### src/rtl/hazard_pkg.sv
// Shared types and constants for the pipeline hazard controller:
// FSM state encoding, forwarding-select codes and the stall counter width.
package hazard_pkg;

    typedef enum logic {
        ST_RUN      = 1'b0,
        ST_MEM_WAIT = 1'b1
    } state_e;

    localparam logic [1:0] FWD_NONE = 2'b00;
    localparam logic [1:0] FWD_WB   = 2'b01;
    localparam logic [1:0] FWD_MEM  = 2'b10;

    localparam int STALL_CNT_W = 16;

    // The younger (MEM) producer always wins over the older (WB) one.
    function automatic logic [1:0] fwd_select(input logic hit_mem, input logic hit_wb);
        if (hit_mem) begin
            return FWD_MEM;
        end else if (hit_wb) begin
            return FWD_WB;
        end else begin
            return FWD_NONE;
        end
    endfunction

endpackage

### src/rtl/hazard_fwd_unit.sv
// Combinational ALU operand forwarding select from the MEM and WB stages.
// Register 0 is never forwarded.
module hazard_fwd_unit
    import hazard_pkg::*;
#(
    parameter int REG_W = 5
) (
    input  logic [REG_W-1:0] ex_rs,
    input  logic [REG_W-1:0] ex_rt,
    input  logic [REG_W-1:0] mem_rd,
    input  logic [REG_W-1:0] wb_rd,
    input  logic             mem_regwrite,
    input  logic             wb_regwrite,
    output logic [1:0]       fwd_a,
    output logic [1:0]       fwd_b
);

    logic mem_ok_s;
    logic wb_ok_s;

    assign mem_ok_s = mem_regwrite && (mem_rd != {REG_W{1'b0}});
    assign wb_ok_s  = wb_regwrite  && (wb_rd  != {REG_W{1'b0}});

    assign fwd_a = fwd_select(mem_ok_s && (mem_rd == ex_rs), wb_ok_s && (wb_rd == ex_rs));
    assign fwd_b = fwd_select(mem_ok_s && (mem_rd == ex_rt), wb_ok_s && (wb_rd == ex_rt));

endmodule

### src/rtl/hazard_ctrl.sv
// Pipeline hazard controller: memory-wait freeze, branch flush, data stall.
// Define HAZARD_FWD_EN to enable operand forwarding (narrower data stall).
module hazard_ctrl
    import hazard_pkg::*;
#(
    parameter int REG_W   = 5,
    parameter int TIMEOUT = 255
) (
    input  logic                   clk,
    input  logic                   rst_n,
    input  logic [REG_W-1:0]       id_rs,
    input  logic [REG_W-1:0]       id_rt,
    input  logic                   id_uses_rs,
    input  logic                   id_uses_rt,
    input  logic [REG_W-1:0]       ex_rs,
    input  logic [REG_W-1:0]       ex_rt,
    input  logic [REG_W-1:0]       ex_rd,
    input  logic                   ex_regwrite,
    input  logic                   ex_memread,
    input  logic                   ex_branch_taken,
    input  logic [REG_W-1:0]       mem_rd,
    input  logic [REG_W-1:0]       wb_rd,
    input  logic                   mem_regwrite,
    input  logic                   wb_regwrite,
    input  logic                   mem_req,
    input  logic                   mem_ready,
    output logic                   hold_pc,
    output logic                   hold_ifid,
    output logic                   clear_ifid,
    output logic                   hold_idex,
    output logic                   clear_idex,
    output logic                   hold_exmem,
    output logic                   clear_exmem,
    output logic                   hold_memwb,
    output logic                   clear_memwb,
    output logic [1:0]             fwd_a,
    output logic [1:0]             fwd_b,
    output logic                   mem_err,
    output logic [STALL_CNT_W-1:0] stall_cnt
);

    localparam int WAIT_W = (TIMEOUT > 1) ? $clog2(TIMEOUT + 1) : 1;

    state_e                   state_q, state_d;
    logic [WAIT_W-1:0]        wait_q, wait_d;
    logic [STALL_CNT_W-1:0]   stall_cnt_q, stall_cnt_d;
    logic                     mem_err_q;

    logic timeout_hit_s;
    logic freeze_s;
    logic load_use_s;
    logic data_stall_s;
    logic stall_inc_s;

    function automatic logic src_hit(input logic [REG_W-1:0] rd, input logic wr);
        return wr && (rd != {REG_W{1'b0}}) &&
               ((id_uses_rs && (id_rs == rd)) || (id_uses_rt && (id_rt == rd)));
    endfunction

    assign timeout_hit_s = (state_q == ST_MEM_WAIT) && (wait_q == WAIT_W'(TIMEOUT));
    assign freeze_s      = ((state_q == ST_RUN) && mem_req && !mem_ready) ||
                           ((state_q == ST_MEM_WAIT) && !mem_ready && !timeout_hit_s);
    assign load_use_s    = ex_memread && src_hit(ex_rd, ex_regwrite);

`ifdef HAZARD_FWD_EN
    assign data_stall_s = load_use_s;

    hazard_fwd_unit #(.REG_W(REG_W)) u_fwd (
        .ex_rs        (ex_rs),
        .ex_rt        (ex_rt),
        .mem_rd       (mem_rd),
        .wb_rd        (wb_rd),
        .mem_regwrite (mem_regwrite),
        .wb_regwrite  (wb_regwrite),
        .fwd_a        (fwd_a),
        .fwd_b        (fwd_b)
    );
`else
    // Without forwarding every in-flight producer ahead of WB must be waited out.
    logic unused_s;
    assign unused_s     = ^{ex_rs, ex_rt, wb_rd, wb_regwrite};
    assign data_stall_s = load_use_s || src_hit(ex_rd, ex_regwrite) ||
                          src_hit(mem_rd, mem_regwrite);
    assign fwd_a        = FWD_NONE;
    assign fwd_b        = FWD_NONE;
`endif

    assign stall_inc_s = freeze_s || (data_stall_s && !ex_branch_taken);

    // Next-state logic for the memory-wait FSM, wait counter and stall counter.
    always_comb begin
        state_d     = state_q;
        wait_d      = wait_q;
        stall_cnt_d = stall_cnt_q;
        case (state_q)
            ST_RUN: begin
                if (mem_req && !mem_ready) begin
                    state_d = ST_MEM_WAIT;
                    wait_d  = {WAIT_W{1'b0}};
                end else begin
                    state_d = ST_RUN;
                end
            end
            ST_MEM_WAIT: begin
                if (mem_ready || timeout_hit_s) begin
                    state_d = ST_RUN;
                    wait_d  = {WAIT_W{1'b0}};
                end else begin
                    wait_d  = wait_q + WAIT_W'(1);
                end
            end
            default: begin
                state_d = ST_RUN;
                wait_d  = {WAIT_W{1'b0}};
            end
        endcase
        if (stall_inc_s && (stall_cnt_q != {STALL_CNT_W{1'b1}})) begin
            stall_cnt_d = stall_cnt_q + STALL_CNT_W'(1);
        end else begin
            stall_cnt_d = stall_cnt_q;
        end
    end

    // State, counters and the one-cycle timeout pulse.
    always_ff @(posedge clk) begin
        if (!rst_n) begin
            state_q     <= ST_RUN;
            wait_q      <= {WAIT_W{1'b0}};
            stall_cnt_q <= {STALL_CNT_W{1'b0}};
            mem_err_q   <= 1'b0;
        end else begin
            state_q     <= state_d;
            wait_q      <= wait_d;
            stall_cnt_q <= stall_cnt_d;
            mem_err_q   <= timeout_hit_s;
        end
    end

    // Pipeline hold/clear controls; priority is freeze > flush > data stall.
    always_comb begin
        hold_pc     = 1'b0;
        hold_ifid   = 1'b0;
        clear_ifid  = 1'b0;
        hold_idex   = 1'b0;
        clear_idex  = 1'b0;
        hold_exmem  = 1'b0;
        clear_exmem = 1'b0;
        hold_memwb  = 1'b0;
        clear_memwb = 1'b0;
        if (!rst_n) begin
            clear_ifid  = 1'b1;
            clear_idex  = 1'b1;
            clear_exmem = 1'b1;
            clear_memwb = 1'b1;
        end else if (freeze_s) begin
            hold_pc     = 1'b1;
            hold_ifid   = 1'b1;
            hold_idex   = 1'b1;
            hold_exmem  = 1'b1;
            clear_memwb = 1'b1;
        end else if (ex_branch_taken) begin
            clear_ifid  = 1'b1;
            clear_idex  = 1'b1;
        end else if (data_stall_s) begin
            hold_pc     = 1'b1;
            hold_ifid   = 1'b1;
            clear_idex  = 1'b1;
        end else begin
            hold_pc     = 1'b0;
        end
    end

    assign mem_err   = mem_err_q;
    assign stall_cnt = stall_cnt_q;

endmodule

### config.mk
export PLATFORM = sky130hd
export DESIGN_NAME = hazard_ctrl
export DESIGN_NICKNAME = d
export VERILOG_FILES = /design/src/rtl/hazard_pkg.sv /design/src/rtl/hazard_fwd_unit.sv /design/src/rtl/hazard_ctrl.sv
export SDC_FILE = /design/constraint.sdc
export NUM_CORES = 1
export LEC_CHECK = 0
export BUFFER_PORTS_ARGS = -buffer_cell sky130_fd_sc_hd__buf_2
export CAP_MARGIN = 20
export CORE_MARGIN = 4
export CORE_UTILIZATION = 30
export CTS_CLUSTER_DIAMETER = 50
export CTS_CLUSTER_SIZE = 8
export DETAILED_ROUTE_END_ITERATION = 7
export SYNTH_ARGS = -nofsm -noshare
export SYNTH_HDL_FRONTEND = slang
export SYNTH_SLANG_ARGS = --single-unit
### constraint.sdc
create_clock -name clk -period 4.1 [get_ports clk]
set_input_delay 0.205 -clock clk [delete_from_list [all_inputs] [get_ports clk]]
set_output_delay 0.205 -clock clk [all_outputs]
set_load 0.02 [all_outputs]
==> impl_metrics.json <==
{
  "status": "completed",
  "netlist_area_sq_um": 1620,
  "first_iter_violations": 66,
  "drc": 0,
  "reg2reg_depth": 9,
  "power_density_nw_per_um2": 257,
  "r2r_start": "wait_q[0]",
  "slew_headroom_pct": 57.1,
  "dr.pass1.iters": 4,
  "layout_common_cells": "53 x buf_2, 26 x dfxtp_1, 21 x xor2_1, 20 x nor2_1, 12 x a21oi_1",
  "synth_top_cell_area_share_pct": 32.2,
  "syn_avg_cell_area_sq_um": 8.16,
  "r2r_setup_slack_ns": 1.79,
  "clock_power_share_pct": 32.2,
  "place.gp.congestion": 0.782,
  "ctsResizeCount": 0,
  "viasPerCell": 4.98,
  "slew_violations": 0,
  "overflow": 0,
  "required_ns": 4.30,
  "post_cts.repair.setup_buffers": 0,
  "cts_tree": "done",
  "fin_crit_sh_pct": 56.5,
  "clk_latency_ns": 0.26,
  "p_switching_mw": 0.134,
  "ys_types": 37,
  "hold_class": "input pin to flop",
  "syn_to_final_growth_pct": 22.2,
  "rr_endpoint": "stall_cnt[5]",
  "cp_slowest_stage_delay_ns": 0.46,
  "num-fill-cells": 540,
  "hp-start": "rst_n",
  "row_count": 26,
  "crit_path_start_kind": "flop",
  "nets": 297,
  "die_y_um": 81.4,
  "dpl_worst_slack_ns": 1.74,
  "layout_min_cycle_time_ns": 2.31,
  "final_util_pct": 38.1,
  "core-area_sq_um": 5170,
  "final_layout_size_suffix_gt1_share_pct": 25.0,
  "p_comb_share_pct": 16.7,
  "fmax_ghz": 0.432,
  "vias": 1583,
  "cts_buffers": 3,
  "critPathSlowestCell": "or4_1",
  "finalInstanceArea_sq_um": 1970,
  "start_util_pct": 31.2,
  "clockBufferDepth": 2,
  "portBuffers": 53,
  "synth_area_leader_cell": "dfxtp_1",
  "tightest_slew_ns": 0.643,
  "multi_input_area_sq_um": 1030,
  "root_buffer": "clkbuf_8",
  "drv_cap": 0,
  "pwr-share-seq_pct": 51.1,
  "rsz0062_at_grt": "false",
  "crit_path_start": "wait_q[0]",
  "routed_wl_mm": 3.84,
  "synthCells": 198,
  "path_depth": 9,
  "path_cells": "ha_1 > and3_1 > nand3_1 > nor2_1 > a211oi_1 > buf_4 > o21ai_2 > or4_1 > a21oi_1",
  "placed_cell_area_sq_um": 1920,
  "htreeDepth": 1,
  "antennaDiodeCount": 0,
  "grt_max_degree": 22,
  "hold_viol": 0,
  "crit_path_end_kind": "flop",
  "drtAntennaViolNets": 0,
  "ys_ff_latch": 26,
  "dp_hpwl_mm": 3.07,
  "cp.buffers_inverters": 1,
  "ys_seq_area_share_pct": 32.2,
  "grt_pass1_vias": 1481,
  "synthTopCellsByArea": "dfxtp_1 32%, xor2_1 11%, nor2_1 4.6%",
  "routedWlPerCell_um": 12.1,
  "dieArea_sq_um": 6620,
  "die_x_um": 81.4,
  "skew_ns": 0.00104,
  "leakagePower_nw": 0.843,
  "cp_top_family": "simple AND/OR/NAND/NOR gates",
  "path_class": "flop to flop",
  "holdPathStages": 2,
  "tns_ns": 0,
  "worstPathMaxFanout": 16,
  "grt_use_total_pct": 12.0,
  "irDropWorstVdd_uv": 122,
  "setup_viol": 0,
  "cts.sinks": 26,
  "ff_latch_area_sq_um": 520,
  "io_pins": 76,
  "grt_pass1_wl_mm": 6.42,
  "p_int_mw": 0.373,
  "antenna_found_initial": 0,
  "p_sw_share_pct": 26.4,
  "cp-endpoint": "stall_cnt[5]",
  "cts.hold.buffers_added": 0,
  "arrival_ns": 2.51,
  "worst_slack_ns": 1.79,
  "layout_commonest_cell": "buf_2",
  "path_clk_slew_ns": 0.09,
  "yosysWarnings": 0
}
[synth_stat cells]
library cell and count:
nor4_1 4, and4_1 3, inv_1 3, clkbuf_1 4, dfxtp_1 26, nand2b_1 2, a21oi_4 1, a211oi_1 1
nor2_1 20, o21ai_1 1, and2_1 4, o21a_1 4, ha_1 2, nor3b_1 1, a22oi_1 1, nand4_1 1
a32oi_1 1, xnor2_1 5, a21oi_1 12, buf_4 7, o21ai_2 1, nor2b_1 1, or3_1 4, or4_1 7
nand3b_1 1, conb_1 1, nor3_1 3, xor2_1 21, buf_2 1, o211ai_1 6, and3_1 10, nand2_1 11
o31ai_1 3, nand3_1 10, o221ai_2 2, mux2i_1 2, o21ai_0 11
[metrics by stage]
stage | hold slack [ns] | total power, mW | std cells
floorplan | 0.358 | 0.318 | 202
global placement | 0.477 | 0.350 | 314
detailed placement | 0.485 | 0.351 | 314
CTS | 0.297 | 0.515 | 318
global route | 0.320 | 0.530 | 318
finish | 0.299 | 0.507 | 318
[kinds of logic after synthesis]
family,Yosys count,share of synthesized area (%)
fa+ha+maj,2,1.55
simple gates,82,27.1
compound gates,44,18.4
mux,2,1.24
flops,26,32.2
xor+xnor,26,14.1
other cells,1,0.232
buf+inv,15,5.19
[sequential cells by signal, summed over array words and instances (netlist names)]
register   count
stall_cnt     16
mem_err        1
state_q        1
wait_q         8
[power groups by stage]
stage,clock (mW),combinational (mW),sequential [mW]
4_1_cts,0.170,0.0859,0.259
2_1_floorplan,0,0.0518,0.266
6_report,0.163,0.0847,0.259
5_1_grt,0.177,0.0930,0.260
3_5_place_dp,0,0.0858,0.265
3_3_place_gp,0,0.0845,0.265
[how the worst min path moves through the flow]
stage / end / slack [ns]
2_1_floorplan: mem_err / 0.36
3_3_place_gp: wait_q[6] / 0.48
3_5_place_dp: wait_q[6] / 0.49
4_1_cts: stall_cnt[14] / 0.30
5_1_grt: stall_cnt[14] / 0.32
6_report: stall_cnt[4] / 0.30
[metal layers]
layer | global-route usage (%) | up-vias | wire length [um]
met5 | 0 | - | 0
met4 | 5.57 | 0 | 63
met3 | 1.55 | 6 | 278
met2 | 19.8 | 52 | 1760
met1 | 15.5 | 718 | 1750
li1 | - | 807 | -
[layout make-up]
cell class	instances	area share, %
well taps	70	4.44
inverters	3	0.571
multi-input cells	161	52.0
repair buffers	54	13.8
flip-flops and latches	26	26.4
clock buffers	4	2.79
[worst register-to-register path, stage by stage (launching register included)]
cell      delay (ns)
dfxtp_1         0.34
ha_1            0.22
and3_1          0.22
nand3_1         0.11
nor2_1          0.07
a211oi_1        0.25
buf_4           0.22
o21ai_2         0.21
or4_1           0.46
a21oi_1         0.15
(Power assumes the default switching activity.)
